[src/rtl/eth_dma_pkg.sv]
// Shared constants and state types for the Ethernet receive DMA writer.
// AXI field encodings, status bit positions and the frame/writer FSM encodings.
package eth_dma_pkg;

  localparam logic [1:0] AXI_ID         = 2'b00;
  localparam logic [2:0] AXI_SIZE_4B    = 3'b010;
  localparam logic [1:0] AXI_BURST_INCR = 2'b01;
  localparam logic [1:0] AXI_RESP_OKAY  = 2'b00;

  localparam int STAT_RX_ERR    = 0;
  localparam int STAT_OVERFLOW  = 1;
  localparam int STAT_BRESP_ERR = 2;

  typedef enum logic [2:0] {
    F_IDLE  = 3'd0,
    F_ARMED = 3'd1,
    F_RECV  = 3'd2,
    F_FLUSH = 3'd3,
    F_DONE  = 3'd4
  } frame_state_e;

  typedef enum logic [1:0] {
    W_IDLE = 2'd0,
    W_AW   = 2'd1,
    W_DATA = 2'd2,
    W_RESP = 2'd3
  } wr_state_e;

  // Byte span of a burst given its AXI len field (beats-1).
  function automatic logic [31:0] burst_bytes(input logic [7:0] len);
    return ({24'd0, len} + 32'd1) << 2;
  endfunction

endpackage

[src/rtl/eth_word_fifo.sv]
// Synchronous word FIFO carrying packed data plus byte strobes, with occupancy count.
module eth_word_fifo #(
  parameter int DEPTH = 16,
  parameter int WIDTH = 36
) (
  input  logic                     clk,
  input  logic                     rst,
  input  logic                     push_i,
  input  logic [WIDTH-1:0]         data_i,
  input  logic                     pop_i,
  output logic [WIDTH-1:0]         data_o,
  output logic [$clog2(DEPTH):0]   count_o,
  output logic                     full_o,
  output logic                     empty_o
);

  localparam int AW = $clog2(DEPTH);
  localparam int CW = AW + 1;

  logic [WIDTH-1:0] mem_q [DEPTH];
  logic [AW-1:0]    wr_ptr_q;
  logic [AW-1:0]    rd_ptr_q;
  logic [CW-1:0]    count_q;
  logic             do_push_s;
  logic             do_pop_s;

  assign full_o    = (count_q == CW'(DEPTH));
  assign empty_o   = (count_q == {CW{1'b0}});
  assign do_push_s = push_i && !full_o;
  assign do_pop_s  = pop_i && !empty_o;
  assign data_o    = mem_q[rd_ptr_q];
  assign count_o   = count_q;

  always_ff @(posedge clk) begin
    if (do_push_s) begin
      mem_q[wr_ptr_q] <= data_i;
    end
  end

  always_ff @(posedge clk) begin
    if (rst) begin
      wr_ptr_q <= {AW{1'b0}};
      rd_ptr_q <= {AW{1'b0}};
      count_q  <= {CW{1'b0}};
    end else begin
      if (do_push_s) wr_ptr_q <= wr_ptr_q + 1'b1;
      if (do_pop_s)  rd_ptr_q <= rd_ptr_q + 1'b1;
      case ({do_push_s, do_pop_s})
        2'b10:   count_q <= count_q + 1'b1;
        2'b01:   count_q <= count_q - 1'b1;
        default: count_q <= count_q;
      endcase
    end
  end

endmodule

[src/rtl/eth_rx_axi_writer.sv]
// Ethernet receive DMA: packs MAC bytes into little-endian words and writes the
// frame to memory through AXI4 write bursts, reporting length and status when done.
module eth_rx_axi_writer
  import eth_dma_pkg::*;
#(
  parameter int BURST_LEN  = 4,
  parameter int FIFO_DEPTH = 16,
  parameter int LEN_W      = 16
) (
  input  logic             clk,
  input  logic             rst,
  input  logic             arm_i,
  input  logic [31:0]      base_addr_i,
  input  logic [LEN_W-1:0] buf_len_i,
  input  logic [7:0]       rx_data_i,
  input  logic             rx_valid_i,
  input  logic             rx_last_i,
  input  logic             rx_err_i,
  output logic             rx_ready_o,
  output logic             aw_valid_o,
  input  logic             aw_ready_i,
  output logic [31:0]      aw_addr_o,
  output logic [7:0]       aw_len_o,
  output logic             w_valid_o,
  input  logic             w_ready_i,
  output logic [31:0]      w_data_o,
  output logic [3:0]       w_strb_o,
  output logic             w_last_o,
  input  logic             b_valid_i,
  output logic             b_ready_o,
  input  logic [1:0]       b_resp_i,
  output logic             busy_o,
  output logic             done_o,
  output logic [LEN_W-1:0] frame_len_o,
  output logic [2:0]       status_o
);

  localparam int CNT_W = $clog2(FIFO_DEPTH) + 1;
  localparam int OCC_W = CNT_W + 1;
  localparam logic [CNT_W-1:0] BURST_C = CNT_W'(BURST_LEN);
  localparam logic [OCC_W-1:0] DEPTH_C = OCC_W'(FIFO_DEPTH);

  frame_state_e fstate_q, fstate_d;
  wr_state_e    wstate_q, wstate_d;

  logic [LEN_W-1:0] buf_len_q, byte_cnt_q, byte_cnt_d;
  logic [31:0]      pack_data_q, pack_data_d;
  logic [3:0]       pack_strb_q, pack_strb_d;
  logic             push_q, push_d;
  logic [31:0]      push_data_q, push_data_d;
  logic [3:0]       push_strb_q, push_strb_d;
  logic             overflow_q, overflow_d;
  logic             rx_err_q, rx_err_d;
  logic             bresp_err_q, bresp_err_d;
  logic [31:0]      addr_q, addr_d;
  logic [7:0]       len_q, len_d;
  logic [7:0]       beat_q, beat_d;
  logic             rx_ready_q, rx_ready_d;
  logic             done_q, busy_q;
  logic [LEN_W-1:0] frame_len_q, frame_len_d;
  logic [2:0]       status_q, status_d;

  logic             accept_s, arm_accept_s, w_hs_s, full_go_s, flush_go_s;
  logic [1:0]       lane_s;
  logic             in_buf_s;
  logic [31:0]      word_s;
  logic [3:0]       strb_s;
  logic [OCC_W-1:0] occ_s;
  logic [35:0]      fifo_rdata_s;
  logic [CNT_W-1:0] fifo_count_s;
  logic             fifo_full_s, fifo_empty_s;

  assign accept_s     = rx_valid_i && rx_ready_q;
  assign arm_accept_s = (fstate_q == F_IDLE) && arm_i;
  assign w_hs_s       = (wstate_q == W_DATA) && w_ready_i;
  assign lane_s       = byte_cnt_q[1:0];
  assign in_buf_s     = (byte_cnt_q < buf_len_q);
  assign full_go_s    = (fifo_count_s >= BURST_C);
  assign flush_go_s   = (fstate_q == F_FLUSH) && !push_q && !fifo_empty_s;

  eth_word_fifo #(.DEPTH(FIFO_DEPTH), .WIDTH(36)) u_fifo (
    .clk     (clk),
    .rst     (rst),
    .push_i  (push_q),
    .data_i  ({push_strb_q, push_data_q}),
    .pop_i   (w_hs_s),
    .data_o  (fifo_rdata_s),
    .count_o (fifo_count_s),
    .full_o  (fifo_full_s),
    .empty_o (fifo_empty_s)
  );

  always_ff @(posedge clk) begin
    if (rst) begin
      fstate_q    <= F_IDLE;
      wstate_q    <= W_IDLE;
      buf_len_q   <= {LEN_W{1'b0}};
      byte_cnt_q  <= {LEN_W{1'b0}};
      pack_data_q <= 32'd0;
      pack_strb_q <= 4'd0;
      push_q      <= 1'b0;
      push_data_q <= 32'd0;
      push_strb_q <= 4'd0;
      overflow_q  <= 1'b0;
      rx_err_q    <= 1'b0;
      bresp_err_q <= 1'b0;
      addr_q      <= 32'd0;
      len_q       <= 8'd0;
      beat_q      <= 8'd0;
      rx_ready_q  <= 1'b0;
      done_q      <= 1'b0;
      busy_q      <= 1'b0;
      frame_len_q <= {LEN_W{1'b0}};
      status_q    <= 3'd0;
    end else begin
      fstate_q    <= fstate_d;
      wstate_q    <= wstate_d;
      buf_len_q   <= arm_accept_s ? buf_len_i : buf_len_q;
      byte_cnt_q  <= byte_cnt_d;
      pack_data_q <= pack_data_d;
      pack_strb_q <= pack_strb_d;
      push_q      <= push_d;
      push_data_q <= push_data_d;
      push_strb_q <= push_strb_d;
      overflow_q  <= overflow_d;
      rx_err_q    <= rx_err_d;
      bresp_err_q <= bresp_err_d;
      addr_q      <= addr_d;
      len_q       <= len_d;
      beat_q      <= beat_d;
      rx_ready_q  <= rx_ready_d;
      done_q      <= (fstate_d == F_DONE);
      busy_q      <= (fstate_d == F_ARMED) || (fstate_d == F_RECV) || (fstate_d == F_FLUSH);
      frame_len_q <= frame_len_d;
      status_q    <= status_d;
    end
  end

  // The frame may only finish once every word has left and the last response is in.
  always_comb begin
    fstate_d = fstate_q;
    case (fstate_q)
      F_IDLE:  fstate_d = arm_i ? F_ARMED : F_IDLE;
      F_ARMED: begin
        if (accept_s) fstate_d = rx_last_i ? F_FLUSH : F_RECV;
        else          fstate_d = F_ARMED;
      end
      F_RECV:  fstate_d = (accept_s && rx_last_i) ? F_FLUSH : F_RECV;
      F_FLUSH: begin
        if (fifo_empty_s && !push_q &&
            ((wstate_q == W_IDLE) || ((wstate_q == W_RESP) && b_valid_i)))
          fstate_d = F_DONE;
        else
          fstate_d = F_FLUSH;
      end
      F_DONE:  fstate_d = F_IDLE;
      default: fstate_d = F_IDLE;
    endcase
  end

  always_comb begin
    byte_cnt_d  = byte_cnt_q;
    pack_data_d = pack_data_q;
    pack_strb_d = pack_strb_q;
    push_d      = 1'b0;
    push_data_d = push_data_q;
    push_strb_d = push_strb_q;
    overflow_d  = overflow_q;
    rx_err_d    = rx_err_q;
    word_s      = pack_data_q;
    strb_s      = pack_strb_q;
    if (arm_accept_s) begin
      byte_cnt_d  = {LEN_W{1'b0}};
      pack_data_d = 32'd0;
      pack_strb_d = 4'd0;
      overflow_d  = 1'b0;
      rx_err_d    = 1'b0;
    end else if (accept_s) begin
      byte_cnt_d = byte_cnt_q + 1'b1;
      // Bytes past the buffer are counted but never reach a lane.
      if (in_buf_s) begin
        word_s[{lane_s, 3'b000} +: 8] = rx_data_i;
        strb_s[lane_s]                = 1'b1;
      end else begin
        overflow_d = 1'b1;
      end
      rx_err_d = rx_last_i ? (rx_err_q | rx_err_i) : rx_err_q;
      if ((in_buf_s && (lane_s == 2'd3)) || (rx_last_i && (strb_s != 4'd0))) begin
        push_d      = 1'b1;
        push_data_d = word_s;
        push_strb_d = strb_s;
        pack_data_d = 32'd0;
        pack_strb_d = 4'd0;
      end else begin
        pack_data_d = word_s;
        pack_strb_d = strb_s;
      end
    end else begin
      byte_cnt_d = byte_cnt_q;
    end
  end

  // Writer: a partial burst is only issued in FLUSH once the final word has landed.
  always_comb begin
    wstate_d    = wstate_q;
    len_d       = len_q;
    beat_d      = beat_q;
    addr_d      = addr_q;
    bresp_err_d = bresp_err_q;
    case (wstate_q)
      W_IDLE: begin
        if (full_go_s || flush_go_s) begin
          wstate_d = W_AW;
          len_d    = full_go_s ? 8'(BURST_LEN - 1) : 8'(fifo_count_s - 1'b1);
          beat_d   = 8'd0;
        end else begin
          wstate_d = W_IDLE;
        end
      end
      W_AW:   wstate_d = aw_ready_i ? W_DATA : W_AW;
      W_DATA: begin
        if (w_hs_s) begin
          beat_d   = beat_q + 8'd1;
          wstate_d = (beat_q == len_q) ? W_RESP : W_DATA;
        end else begin
          wstate_d = W_DATA;
        end
      end
      W_RESP: begin
        if (b_valid_i) begin
          wstate_d    = W_IDLE;
          addr_d      = addr_q + burst_bytes(len_q);
          bresp_err_d = bresp_err_q | (b_resp_i != AXI_RESP_OKAY);
        end else begin
          wstate_d = W_RESP;
        end
      end
      default: wstate_d = W_IDLE;
    endcase
    if (arm_accept_s) begin
      addr_d      = base_addr_i;
      bresp_err_d = 1'b0;
    end else begin
      addr_d = addr_d;
    end
  end

  always_comb begin
    occ_s = {1'b0, fifo_count_s} + {{CNT_W{1'b0}}, push_q} + {{CNT_W{1'b0}}, push_d};
    rx_ready_d = ((fstate_d == F_ARMED) || (fstate_d == F_RECV)) && !fifo_full_s && (occ_s < DEPTH_C);
    status_d    = status_q;
    frame_len_d = frame_len_q;
    if (arm_accept_s) begin
      status_d    = 3'd0;
      frame_len_d = {LEN_W{1'b0}};
    end else if (fstate_d == F_DONE) begin
      status_d[STAT_RX_ERR]    = rx_err_q;
      status_d[STAT_OVERFLOW]  = overflow_q;
      status_d[STAT_BRESP_ERR] = bresp_err_d;
      frame_len_d              = byte_cnt_q;
    end else begin
      status_d = status_q;
    end
  end

  always_comb begin
    aw_valid_o  = (wstate_q == W_AW);
    aw_addr_o   = addr_q;
    aw_len_o    = len_q;
    w_valid_o   = (wstate_q == W_DATA);
    w_data_o    = w_valid_o ? fifo_rdata_s[31:0] : 32'd0;
    w_strb_o    = w_valid_o ? fifo_rdata_s[35:32] : 4'd0;
    w_last_o    = w_valid_o && (beat_q == len_q);
    b_ready_o   = (wstate_q == W_RESP);
    rx_ready_o  = rx_ready_q;
    busy_o      = busy_q;
    done_o      = done_q;
    frame_len_o = frame_len_q;
    status_o    = status_q;
  end

endmodule

[config.mk]
export PLATFORM = sky130hd
export DESIGN_NAME = eth_rx_axi_writer
export DESIGN_NICKNAME = d
export VERILOG_FILES = /design/src/rtl/eth_dma_pkg.sv /design/src/rtl/eth_word_fifo.sv /design/src/rtl/eth_rx_axi_writer.sv
export SDC_FILE = /design/constraint.sdc
export NUM_CORES = 1
export LEC_CHECK = 0
export BUFFER_PORTS_ARGS = -buffer_cell sky130_fd_sc_hd__buf_4
export CELL_PAD_IN_SITES_DETAIL_PLACEMENT = 1
export CELL_PAD_IN_SITES_GLOBAL_PLACEMENT = 1
export CORE_MARGIN = 5
export CORE_UTILIZATION = 47
export CTS_CLUSTER_SIZE = 10
export DETAILED_ROUTE_END_ITERATION = 8
export GPL_ROUTABILITY_DRIVEN = 1
export PLACE_DENSITY = 0.81
export SLEW_MARGIN = 20
export SYNTH_ARGS = -nofsm -noshare
export SYNTH_HDL_FRONTEND = slang
export SYNTH_SLANG_ARGS = --single-unit
[constraint.sdc]
create_clock -name clk -period 4.1 [get_ports clk]
set_input_delay 0.41 -clock clk [delete_from_list [all_inputs] [get_ports clk]]
set_output_delay 0.41 -clock clk [all_outputs]
set_load 0.02 [all_outputs]
; After elaboration in Yosys (flattened, before gate mapping)
; Memories as Yosys holds them, arrays and structs flattened. A register that Yosys moved wholly into a read port is not among the register bits.
; Index checks and enable logic that the tools add are counted.
[word_totals]
register_bits = 196
latch_bits = 0
ram_bits = 576
mem_bits_ro = 0
word_cells = 147
mem_count = 1
[mem_list]
columns = name, depth, word_bits, read_ports, rd_clocked_by_memory_dff, write_ports, line
row1 = u_fifo.mem_q, 16, 36, 1, 1, 1, eth_word_fifo.sv:20  ; logic [WIDTH-1:0] mem_q [DEPTH];
[op_classes]
addsub = 12
mul = 0
n_div = 0
order_cmp = 5
n_eq_ne = 17
shifts = 2
mux = 41
bitwise_logic = 5
reduce_logical = 41
[op_table]
columns = cell, count
row1 = two-way mux 32 bit, 6
row2 = adder 32 x 11 -> 32 bit, 1
row3 = bitwise mux 32 bit, 1
row4 = variable shift 8 x 7 -> 32 bit (first input constant), 1
row5 = indexed part select 8 x 7 -> 32 bit, 1
row6 = two-way mux 4 bit, 7
row7 = two-way mux 8 bit, 3
row8 = logical AND 1 bit, 17
row9 = adder 16 x 1 -> 16 bit (second input constant), 1
row10 = less-than comparator 16 bit, 1
row11 = one-hot mux 8 bit (2 select lines), 1
row12 = two-way mux 1 bit, 15
row13 = equality test 3 x 2 -> 1 bit (second input constant), 4
row14 = one-hot mux 3 bit (4 select lines), 1
row15 = one-hot mux 5 bit (2 select lines), 1
row16 = nonzero test 2 bit, 5
row17 = adder 8 x 1 -> 9 bit (second input constant), 1
row18 = adder 4 x 1 -> 4 bit (second input constant), 2
row19 = adder 8 x 1 -> 8 bit (second input constant), 1
row20 = equality test 2 bit (second input constant), 4
row21 = equality test 8 bit, 1
row22 = one-hot mux 2 bit (4 select lines), 1
row23 = AND reduction 2 bit, 4
row24 = negator 5 -> 7 bit, 1
row25 = 28 further kinds, 42

; Depth between registers and ports, before layout
[depth]
depth_word = 17
mapped_depth = 15
mapped_depth_nobuf = 14

; By module
; Synthesis repeated with hierarchy kept, for this count alone.
[hier_totals]
cells_unflattened = 2048
area_unflattened_um2 = 31769.2
[modules_own_cells]
columns = mod, instances, cells_per_inst, area_each_um2, seq_area_each_um2
row1 = eth_word_fifo, 1, 1005, 22522.9, 17636.9
row2 = eth_rx_axi_writer, 1, 1043, 9246.4, 3623.5

; Worst setup path after synthesis
; No wires, ideal clock.
[synth_timing]
path_type = register to register
start = register u_fifo.count_q[0] (netlist: u_fifo.count_o[0])
end = memory u_fifo.mem_q[3][0] (enable)
arrival_time_ns = 3.818
required_ns = 3.626
path_slack_ns = -0.192
path_stages_with_launch = 8
path_buffers = 1
period_less_slack_ns = 4.292
path_cell_list = dfxtp_1 > inv_1 > ha_1 > nand2_1 > o31a_1 > clkbuf_1 > nand2_1 > nor3_1
[synth_via]
elab_chain_len = 5
[synth_lines]
columns = element, line
row1 = from (decl), eth_word_fifo.sv:23  ; logic [CW-1:0] count_q;
row2 = from (signal assigned), eth_word_fifo.sv:44  ; count_q <= {CW{1'b0}};
row3 = from (signal assigned), eth_word_fifo.sv:49  ; 2'b10: count_q <= count_q + 1'b1;
row4 = from (signal assigned), eth_word_fifo.sv:50  ; 2'b01: count_q <= count_q - 1'b1;
row5 = equality test 5 bit, eth_word_fifo.sv:27  ; assign full_o = (count_q == CW'(DEPTH));
row6 = zero test 1 bit, eth_word_fifo.sv:29  ; assign do_push_s = push_i && !full_o;
row7 = logical AND 1 bit, eth_word_fifo.sv:29
row8 = two-way mux 1 bit, eth_word_fifo.sv:35  ; if (do_push_s) begin
row9 = two-way mux 1 bit (not written as such), eth_word_fifo.sv:36  ; mem_q[wr_ptr_q] <= data_i;
row10 = to (decl), eth_word_fifo.sv:20
; Every way passes these cells.

==> impl_metrics.py <==
metrics = {
    "outcome": {
        "status": "finished, final reports clean",
    },
    "sta": {
        "period_share_pct": 89.7,
        "hold_viol": 0,
        "skew_ns": 0.0353,
        "finalMaxSlewViolations": 0,
        "tns_ns": 0,
        "setup_slack_ns": 0.421,
        "clock.fmax_mhz": 272,
        "min_period_ns": 3.68,
        "rsz0062_at_grt": "no",
        "worst_pin_slew_ns": 1.00,
        "setup_viol": 0,
        "slew_headroom_pct": 33.3,
    },
    "drt": {
        "wire_per_inst_um": 27.3,
        "wl_um": 84000,
        "first_pass_iters": 5,
        "vias": 18641,
        "met3_length_um": 5270,
        "ant_nets": 0,
        "dr.first_iter.drc_count": 1534,
        "top_layer_used": "met5",
        "wl_met1_um": 33400,
        "dr_wl_met2_um": 42800,
        "drc": 0,
        "vias_per_cell": 6.06,
    },
    "hold_path": {
        "hp-class": "input port to register",
    },
    "synthesis": {
        "synth_fp_nets": 2073,
        "synth_seq_area_share_pct": 67.4,
        "synthArstFlopShare_pct": 0,
        "ys.flop_type": "edfxtp_1",
        "ys_types": 77,
        "syn_avg_cell_area_um2": 16.1,
        "yosysWarnings": 0,
        "ys_ff_latch": 774,
        "netlist_area_um2": 31500,
        "synth_edf_count": 576,
        "synthCells": 1958,
    },
    "critical_path": {
        "crit_required_ns": 3.69,
        "reg2reg_slack_ns": 0.70,
        "crit_fanout": 29,
        "worstSetupStartpointType": "register",
        "cp.arrival_ns": 3.27,
        "cp-end-kind": "output pin",
        "critPathKind": "register to output pin",
    },
    "finish": {
        "area_growth_pct": 15.9,
        "design_area_um2": 36500,
        "final_core_util_pct": 54.7,
        "final_cell_mix": "576 x edfxtp_1, 197 x buf_4, 194 x dfxtp_1",
        "n_fill_cell": 6296,
        "final_nets": 2261,
        "mostFrequentLayoutCell": "edfxtp_1",
        "drive_gt1_share_pct": 24.5,
    },
    "power_and_ir_drop": {
        "swShare_pct": 21.8,
        "comb_power_share_pct": 3.7,
        "total_power_w": 0.0163,
        "p_leak_nw": 11.8,
        "switchingPower_w": 0.00356,
        "clkPwrFrac_pct": 43.5,
        "seqPwrFrac_pct": 52.8,
        "p_int_w": 0.0128,
        "peakVddDrop_mv": 0.338,
        "power_density_nw_per_um2": 447,
    },
    "placed_design": {
        "placed_area_um2": 33900,
        "io_buffers": 168,
        "place_ws_ns": 0.816,
        "dp_hpwl_um": 49900,
        "gp_congestion": 0.812,
    },
    "clocking": {
        "cts.sinks": 774,
        "clk_latency_ns": 0.65,
        "htreeDepth": 3,
        "path_clk_slew_ns": 0.06,
        "cts-root-buf": "clkbuf_16",
        "cts_inserted_buffers": 88,
        "cts_tree": "done",
        "cts_resized": 0,
        "clockBufferDepth": 3,
    },
    "floorplanning": {
        "initial_core_util_pct": 47.2,
        "io_pins": 169,
        "die_h_um": 269,
        "num_rows": 95,
        "coreArea_um2": 66800,
        "fp.dieW_um": 269,
        "fp.dieArea_um2": 72400,
    },
    "global_route": {
        "grt_max_degree": 76,
        "track_usage_pct": 23.4,
        "grt_pass1_wl_um": 128000,
        "grt_pass1_vias": 20216,
        "grt_overflow": 0,
        "antenna_found_initial": 6,
    },
    "flow_run": {
        "drv_cap": 0,
    },
}
metrics by stage:
step / hold WS (ns) / std cells
6_report: 0.0278 / 3078
5_1_grt: 0.0297 / 3075
4_1_cts: 0.00268 / 3073
3_5_place_dp: 0.450 / 2923
3_3_place_gp: 0.443 / 2923
2_1_floorplan: 0.427 / 1958
area by class of cell:
cell class,instances,area (um^2),area share [%]
flip-flops and latches,774,21300,58.2
multi-input cells,1032,9710,26.6
clock buffers,138,2440,6.69
repair buffers,215,1780,4.87
well taps,873,1090,2.99
inverters,35,131,0.360
clock inverters,6,93.8,0.257
diodes,5,12.5,0.0343
Yosys cell counts, types with 3 or more instances:
cell type / count / area, um^2
mux4_2: 181 / 4080
a21o_1: 5 / 37.5
nand4_1: 17 / 106
nor3_1: 17 / 85.1
xnor2_1: 26 / 228
nor2_1: 121 / 454
nor3b_1: 4 / 30.0
buf_2: 27 / 135
buf_1: 17 / 63.8
or4_1: 3 / 22.5
nand2b_1: 9 / 56.3
clkbuf_1: 55 / 206
a311oi_1: 19 / 166
nor4_1: 8 / 50.1
a31oi_1: 6 / 37.5
a211oi_1: 42 / 315
mux2i_1: 4 / 40.0
and3_1: 12 / 75.1
a21oi_1: 104 / 521
and4_1: 6 / 52.6
a22oi_1: 34 / 255
nand4b_1: 4 / 35.0
xor2_1: 23 / 201
a22o_1: 31 / 272
nand3b_1: 6 / 45.0
edfxtp_1: 576 / 17300
ha_1: 46 / 576
or3_1: 12 / 75.1
o21a_1: 3 / 22.5
o31ai_4: 4 / 85.1
buf_6: 3 / 33.8
and2_1: 45 / 282
buf_4: 5 / 37.5
o21ai_0: 20 / 100
inv_1: 35 / 131
clkdlybuf4s25_2: 8 / 80.1
nand2_1: 141 / 529
nand2_2: 3 / 18.8
nand3_1: 19 / 95.1
dfxtp_1: 198 / 3960
o31a_1: 4 / 35.0
nor2b_1: 7 / 43.8
a211o_1: 3 / 26.3
metal layers:
layer,track usage (%),vias up
met5,0,-
met4,8.15,4
met3,4.42,165
met2,40.5,727
met1,29.9,9692
li1,-,8053
repair_timing:
item                      4_1_cts  5_1_grt
hold buffers                    6        0
setup buffers                   0        0
hold endpoints to repair        6        0
logic make-up after synthesis:
| group | Yosys count | synth area share, % |
|---|---|---|
| adders and majority gates | 48 | 1.95 |
| buffers and inverters | 152 | 2.25 |
| DFF | 774 | 67.4 |
| muxes | 185 | 13.1 |
| xor gates and xnor gates | 49 | 1.36 |
| and+or+nand+nor | 454 | 7.31 |
| AOI/OAI and AO/OA | 296 | 6.64 |
sequential cells by signal, indices dropped and copies added, names as in the netlist, 5 cells and up, named ones only:
register        flops
u_fifo.mem_q      576
aw_len_o            6
aw_addr_o          32
buf_len_q          16
pack_data_q        32
beat_q              8
push_data_q        32
u_fifo.count_o      5
byte_cnt_q         16
frame_len_o        16
power groups by stage:
| stage | Clock, W | Combinational (W) | Sequential, W |
|---|---|---|---|
| floorplan | 0 | 0.000366 | 0.00876 |
| global placement | 0 | 0.000574 | 0.00876 |
| detailed placement | 0 | 0.000598 | 0.00878 |
| CTS | 0.00722 | 0.000610 | 0.00861 |
| global route | 0.00762 | 0.000663 | 0.00863 |
| finish | 0.00710 | 0.000610 | 0.00862 |
final timing paths:
kind	start	end	depth (start not counted)
setup / recovery	register	w_data_o[14]	5
hold / removal	base_addr_i[27]	aw_addr_o[27]	3
setup reg to reg	byte_cnt_q[11]	push_data_q[24]	8
hold reg to reg	buf_len_q[1]	buf_len_q[1]	2
worst max-delay path: stages (launching register included):
cell and delay, ns:
dfxtp_4 0.77, buf_4 0.40, mux4_2 0.56, mux4_2 0.51
and2_1 0.18, buf_4 0.15
(Power assumes the default switching activity.)
